File: src/rtl/net_run_sequencer.sv
// net_run_sequencer: expands host commands (APPLY / CLEAR / RUN n) into the
// {opcode, charges} beat stream consumed by network_source, and reports the
// completion of each RUN on a separate done channel.
// Optional feature macro: NET_RUN_SEQ_STALL_CNT_EN enables the 32-bit
// source back-pressure counter on stall_cnt (otherwise stall_cnt is 0).
module net_run_sequencer #(
    parameter int NUM_INP      = 8,
    parameter int CHARGE_WIDTH = 8,
    parameter int RUN_WIDTH    = 16
) (
    input  logic                              clk,
    input  logic                              arstn,
    input  logic                              cmd_valid,
    output logic                              cmd_ready,
    input  logic [1:0]                        cmd_op,
    input  logic [RUN_WIDTH-1:0]              cmd_run,
    input  logic [NUM_INP*CHARGE_WIDTH-1:0]   cmd_inp,
    output logic                              src_valid,
    input  logic                              src_ready,
    output logic [NUM_INP*CHARGE_WIDTH:0]     src,
    output logic                              done_valid,
    input  logic                              done_ready,
    output logic [RUN_WIDTH-1:0]              done_count,
    output logic [31:0]                       stall_cnt
);

    localparam int CW = NUM_INP * CHARGE_WIDTH;

    localparam logic [1:0] OP_APPLY = 2'd0;
    localparam logic [1:0] OP_CLEAR = 2'd1;
    localparam logic [1:0] OP_RUN   = 2'd2;

    localparam logic [RUN_WIDTH-1:0] RUN_ONE = {{(RUN_WIDTH-1){1'b0}}, 1'b1};

    typedef enum logic [1:0] {
        S_IDLE,
        S_ISSUE,
        S_RUN,
        S_DONE
    } state_t;

    state_t                 state_q, state_d;
    logic [CW:0]            src_q, src_d;
    logic                   src_valid_q, src_valid_d;
    logic                   done_valid_q, done_valid_d;
    logic [RUN_WIDTH-1:0]   done_count_q, done_count_d;
    logic [RUN_WIDTH-1:0]   run_cnt_q, run_cnt_d;
    logic                   cmd_fire;

    // Commands are only taken in IDLE, and never while reset is held.
    assign cmd_ready = (state_q == S_IDLE) && arstn;
    assign cmd_fire  = cmd_valid && cmd_ready;

    assign src        = src_q;
    assign src_valid  = src_valid_q;
    assign done_valid = done_valid_q;
    assign done_count = done_count_q;

    // State and output registers; every output is registered so ready inputs never reach an output combinationally.
    always_ff @(posedge clk or negedge arstn) begin
        if (!arstn) begin
            state_q      <= S_IDLE;
            src_q        <= '0;
            src_valid_q  <= 1'b0;
            done_valid_q <= 1'b0;
            done_count_q <= '0;
            run_cnt_q    <= '0;
        end else begin
            state_q      <= state_d;
            src_q        <= src_d;
            src_valid_q  <= src_valid_d;
            done_valid_q <= done_valid_d;
            done_count_q <= done_count_d;
            run_cnt_q    <= run_cnt_d;
        end
    end

    // Next-state logic: decode commands in IDLE, hold beats until accepted, count RUN beats down to the last one.
    always_comb begin
        state_d      = state_q;
        src_d        = src_q;
        src_valid_d  = src_valid_q;
        done_valid_d = done_valid_q;
        done_count_d = done_count_q;
        run_cnt_d    = run_cnt_q;

        unique case (state_q)
            S_IDLE: begin
                if (cmd_fire) begin
                    case (cmd_op)
                        OP_APPLY: begin
                            state_d     = S_ISSUE;
                            src_d       = {1'b0, cmd_inp};
                            src_valid_d = 1'b1;
                        end
                        OP_CLEAR: begin
                            state_d     = S_ISSUE;
                            src_d       = {1'b1, {CW{1'b0}}};
                            src_valid_d = 1'b1;
                        end
                        OP_RUN: begin
                            done_count_d = cmd_run;
                            if (cmd_run != '0) begin
                                state_d     = S_RUN;
                                run_cnt_d   = cmd_run;
                                src_d       = '0;
                                src_valid_d = 1'b1;
                            end else begin
                                state_d      = S_DONE;
                                done_valid_d = 1'b1;
                            end
                        end
                        default: begin
                        end
                    endcase
                end
            end
            S_ISSUE: begin
                if (src_ready) begin
                    state_d     = S_IDLE;
                    src_valid_d = 1'b0;
                end
            end
            S_RUN: begin
                if (src_ready) begin
                    run_cnt_d = run_cnt_q - RUN_ONE;
                    if (run_cnt_q == RUN_ONE) begin
                        state_d      = S_DONE;
                        src_valid_d  = 1'b0;
                        done_valid_d = 1'b1;
                    end
                end
            end
            S_DONE: begin
                if (done_ready) begin
                    state_d      = S_IDLE;
                    done_valid_d = 1'b0;
                end
            end
            default: begin
                state_d = S_IDLE;
            end
        endcase
    end

`ifdef NET_RUN_SEQ_STALL_CNT_EN
    logic [31:0] stall_q;

    // Saturating count of cycles where a beat is offered but not taken; a CLEAR command restarts it.
    always_ff @(posedge clk or negedge arstn) begin
        if (!arstn) begin
            stall_q <= '0;
        end else if (cmd_fire && (cmd_op == OP_CLEAR)) begin
            stall_q <= '0;
        end else if (src_valid_q && !src_ready && (stall_q != 32'hFFFF_FFFF)) begin
            stall_q <= stall_q + 32'd1;
        end
    end

    assign stall_cnt = stall_q;
`else
    assign stall_cnt = 32'd0;
`endif

endmodule

File: config.mk
export PLATFORM = sky130hd
export DESIGN_NAME = net_run_sequencer
export DESIGN_NICKNAME = d
export VERILOG_FILES = /design/src/rtl/net_run_sequencer.sv
export SDC_FILE = /design/constraint.sdc
export NUM_CORES = 1
export LEC_CHECK = 0
export ABC_AREA = 0
export CAP_MARGIN = 20
export CORE_UTILIZATION = 44
export DETAILED_ROUTE_END_ITERATION = 12
export PLACE_DENSITY = 0.81
export SLEW_MARGIN = 0
export SYNTH_ARGS = -nofsm -noshare
export SYNTH_HDL_FRONTEND = slang
export SYNTH_SLANG_ARGS = --single-unit
export TNS_END_PERCENT = 5
File: constraint.sdc
create_clock -name clk -period 2.7 [get_ports clk]
set_input_delay 0.27 -clock clk [delete_from_list [all_inputs] [get_ports clk]]
set_output_delay 0.27 -clock clk [all_outputs]
set_load 0.01 [all_outputs]
# ---- Word level (Yosys, flattened, before mapping)
# Index checks and enable logic that the tools add are counted.
dict set report word_totals {
  ff_bits 101
  latchBits 0
  ramBits 0
  romBits 0
  in_bits 87
  out_inout_bits 116
  word_cells 69
  n_memories 0
}
dict set report classes {
  addsub 1
  n_mul 0
  n_div 0
  n_lt_le_gt_ge 0
  n_eq_ne 17
  shifts 0
  muxes 29
  bitwise 0
  reduce_logical 16
}
# cell n
set op_table {}
lappend op_table {{one-hot mux 65 bit (3 select lines)} 1}
lappend op_table {{two-way mux 65 bit} 1}
lappend op_table {{two-way mux 16 bit} 4}
lappend op_table {{one-hot mux 16 bit (2 select lines)} 1}
lappend op_table {{== test 16 x 1 -> 1 bit (second input constant)} 1}
lappend op_table {{nonzero test 16 bit} 1}
lappend op_table {{subtractor 16 x 1 -> 16 bit (second input constant)} 1}
lappend op_table {{inequality test 2 bit (second input constant)} 7}
lappend op_table {{AND reduction 7 bit} 2}
lappend op_table {{two-way mux 1 bit} 12}
lappend op_table {{two-way mux 2 bit} 5}
lappend op_table {{nonzero test 3 bit} 3}
lappend op_table {{one-hot mux 2 bit (4 select lines)} 1}
lappend op_table {{== test 2 bit (second input constant)} 3}
lappend op_table {{one-hot mux 1 bit (3 select lines)} 2}
lappend op_table {{AND reduction 6 bit} 1}
lappend op_table {{AND reduction 5 bit} 1}
lappend op_table {{== test 2 x 1 -> 1 bit (second input constant)} 2}
lappend op_table {{zero test 2 bit} 2}
lappend op_table {{inequality test 2 x 1 -> 1 bit (second input constant)} 2}
lappend op_table {{one-hot mux 2 bit (2 select lines)} 1}
lappend op_table {{AND reduction 4 bit} 1}
lappend op_table {{inequality test 3 x 2 -> 1 bit (second input constant)} 1}
lappend op_table {{inequality test 3 bit (second input constant)} 1}
lappend op_table {{5 further kinds} 6}

# ---- Depth between registers and ports, before layout
dict set report logic_depth {
  ltp_word 5
  mapped_depth 9
  depth_no_buf 7
}

# ---- Least setup slack after synthesis
# Ideal clock, no wire load.
dict set report synth_path {
  kind {register -> register}
  from {reg run_cnt_q[5]}
  to {reg run_cnt_q[11]}
  setup_ps 124
  arrival_ps 2113
  required_time_ps 2576
  setup_slack_ps 463
  stages_incl_launch_ff 6
  path_buffers 0
  synth_period_minus_slack_ps 2237
  path_cell_list {dfrtp_1 > or4_4 > or3_4 > or4_4 > a32o_1 > a211o_1}
}
dict set report synth_between {
  elab_chain_len 3
}
# element line_no
set synth_lines {}
lappend synth_lines {{start, declared} 47} ;# logic [RUN_WIDTH-1:0] run_cnt_q, run_cnt_d;
lappend synth_lines {{start signal, assigned} 74} ;# run_cnt_q <= run_cnt_d;
lappend synth_lines {{subtractor 16 x 1 -> 16 bit} 126} ;# run_cnt_d = run_cnt_q - RUN_ONE;
lappend synth_lines {{two-way mux 16 bit} 125} ;# if (src_ready) begin
lappend synth_lines {{one-hot mux 16 bit (2 select lines)} 87} ;# unique case (state_q)
# Every way passes these cells. The select of a mux whose other input is x is not followed.
# A chain may end at the register's enable or synchronous reset.

# ---- Final worst setup path
# Same ends and word-level chain as after synthesis.

==> results by group <==
Job
  • # Max-Cap Violations: 0

Placement
  • Port bufs: 170
  • GP Congestion: 0.8195
  • Place WS: -0.002127 ns
  • Half-perimeter wire length after placement: 9635 µm
  • Post-DP Area: 6807 µm²
  • Cell total after placement: 822

CTS
  • CTS tree: built
  • CTS clk-pin slew, worst paths: 0.07 ns
  • TritonCTS Buffers: 9
  • CTS Buffer Depth: 2
  • CTS sink cnt: 101
  • Clk Latency, worst-skew pair: 0.35 ns
  • Setup Buffers After CTS: 0
  • H-tree depth: 3
  • Root buffer cell: clkbuf_16

Power and ir drop
  • Pleak: 3.067 nW
  • Final Power: 7.439 mW
  • Peak supply drop: 553.5 µV
  • Pwr dens: 1040 nW/µm²

Routing
  • Top layer in use: met4
  • Post-Route M1 WL: 5295 µm
  • Post-DR wirelength/cell: 15.50 µm
  • Vias per inst: 5.067
  • Metal2 WL: 6437 µm
  • DRT Wirelength: 13020 µm
  • Routed wl met3: 1102 µm
  • Iter 0 DRT Violations: 145
  • Via count: 4256
  • DRT Pass-1 Iters: 4
  • DR DRC count: 0
  • Final ANT Viol Nets: 0

Logic synthesis
  • Synth Warn #: 0
  • Avg Cell Area, Syn: 9.465 µm²
  • Synth cell count leaders: dfrtp_1, nand2_1, o21ai_0, nand2b_1, buf_4
  • Post-synth EDFFs: 0
  • Register area share after synthesis: 50.29%
  • Mapped cell area: 5026 µm²
  • Main synth FF type: dfrtp_1
  • Post-synth top area share: 50.29%
  • Top post-synthesis cells by area: dfrtp_1, nand2b_1, o21ai_0
  • Synth async-reset ratio: 100.0%
  • Area leader, netlist: dfrtp_1
  • Most frequent cell after synthesis: dfrtp_1
  • Cell variety after synth: 50
  • Seq cells post-synth: 101
  • Number of standard cells after synthesis: 531

STA
  • Tmin final: 2.343 ns
  • Slew Limit Headroom: 67.10%
  • RSZ-0062 raised after global routing: false
  • Worst Max-Slew Pin Slew: 0.4890 ns
  • Final Max Slew Viols: 0
  • Max Freq: 426.7 MHz
  • Final Skew: 0.008981 ns
  • Final setup violation count: 0
  • Setup WS post-layout: 0.3567 ns
  • Final hold vios: 0
  • Crit share post-route: 86.79%

Worst setup path
  • CP max stage cell: or4_4
  • Setup crit start kind: register
  • CP max FO: 6
  • Reg2Reg Setup Slack: 0.36 ns
  • Max incr delay on CP: 0.56 ns
  • Crit path top cell by count: or4_4
  • FF-to-FF Start: run_cnt_q[5]
  • CP Class: register to register
  • CP required: 2.93 ns
  • Endpoint class of the critical path: register
  • CP Cell Sequence: or4_4 -> or3_4 -> or4_4 -> a32o_1 -> a211o_1
  • RR Endpoint: run_cnt_q[11]
  • Worst Reg-to-Reg Cells: 5
  • Crit path DAT: 2.58 ns

GRT
  • GRT Util Overall: 23.22%
  • Largest net degree at the start of global routing: 86
  • Initial antenna violation count: 0
  • Grt total ovfl: 0
  • First-pass GRT wire length: 20980 µm
  • Vias in the first global route: 4144

Layout
  • Layout filler cell count: 902
  • Area growth syn-to-layout: 42.37%
  • Design area: 7156 µm²
  • Share of cells above drive strength 1: 8.429%
  • N_diodes: 0
  • Non-Filler Instances: 840
  • Final nets: 793

Die
  • Initial Utilization: 45.76%
  • Row Count: 38
  • Chip height: 108.9 µm
  • Chip width: 108.9 µm
  • Full die area: 11850 µm²
  • Core box area: 10980 µm²
  • I/O pins: 203

Status
  • Outcome: finished, final reports clean

Min path
  • Worst hold path type: input pin to asynchronous set/reset pin
## flip-flops by register name, indices dropped and copies added, names as in the netlist
signal      flops
src            65
done_valid      1
state_q         2
done_count     16
run_cnt_q      16
src_valid       1
## through the flow
| stage | util, % | hold WS, ns | setup TNS (ns) |
|---|---|---|---|
| global placement | 61.97 | 0.1605 | 0 |
| global route | 65.15 | 0.3641 | 0 |
| detailed placement | 61.97 | 0.1613 | -0.002127 |
| finish | 65.15 | 0.3407 | 0 |
| floorplan | - | -0.02559 | 0 |
| CTS | 64.90 | 0.3631 | 0 |
## what timing repair did
item                       CTS  global route
hold buffers                 1             0
setup endpoints to repair    0             0
gates resized for setup      0             0
hold endpoints to repair    16             0
## routing by layer
metal  vias up  track usage [%]
li1       2058                -
met1      2014            28.63
met2       168            37.92
met3        16            8.129
met4         0            7.529
met5         -                0
## critical path, delay by kind of cell, from the launching register on
kind               cells  cell delay (ns)
and+or+nand+nor        3             1.37
AOI/OAI and AO/OA      2             0.43
DFF                    1             0.43
## power by group
group / internal [mW] / switching [mW]
Combinational: 1.82 / 1.48
Clock: 0.734 / 0.607
Sequential: 2.27 / 0.531
Total: 4.82 / 2.62
## final cells by class
class / count / area, µm² / area share, %
inverter: 9 / 33.78 / 0.4721
timing repair buffer: 186 / 1879 / 26.26
clock inverter: 7 / 86.33 / 1.207
sequential: 101 / 2527 / 35.32
clock buffer: 9 / 225.2 / 3.147
tap: 140 / 175.2 / 2.448
multi-input combinational: 388 / 2228 / 31.14
## cell families after synthesis
| family | Yosys count | share of synthesized area [%] |
|---|---|---|
| fa+ha+maj | 11 | 2.738 |
| buf+inv | 73 | 7.916 |
| other cells | 1 | 0.07461 |
| flops | 101 | 50.29 |
| simple gates | 208 | 21.04 |
| compound gates | 114 | 12.90 |
| mux | 23 | 5.054 |
## placed cells by master, fill, tap and decap left out, drive strengths merged, types with 3 or more instances in the layout
cell type / n
a21oi: 11
a31oi: 4
buf: 16
clkbuf: 9
clkdlybuf4s50: 169
clkinv: 6
conb: 32
dfrtp: 101
ha: 11
inv: 9
mux2: 19
mux2i: 4
nand2: 82
nand2b: 66
nand3: 7
nand4: 3
nor2: 22
nor3: 5
nor4: 8
o21ai: 77
o22ai: 3
or4: 4
## how the worst max path moves through the flow
stage | startpoint | to | slack (ns) | cells after the start
6_report | run_cnt_q[5] | run_cnt_q[11] | 0.36 | 5
5_1_grt | cmd_run[11] | src[14] | 0.21 | 7
4_1_cts | run_cnt_q[5] | run_cnt_q[11] | 0.36 | 5
3_5_place_dp | cmd_run[11] | src[41] | -0.002 | 6
3_3_place_gp | cmd_run[11] | run_cnt_q[5] | 0.05 | 7
2_1_floorplan | run_cnt_q[5] | run_cnt_q[11] | 0.46 | 5
Power figures use the tool's default switching activity.
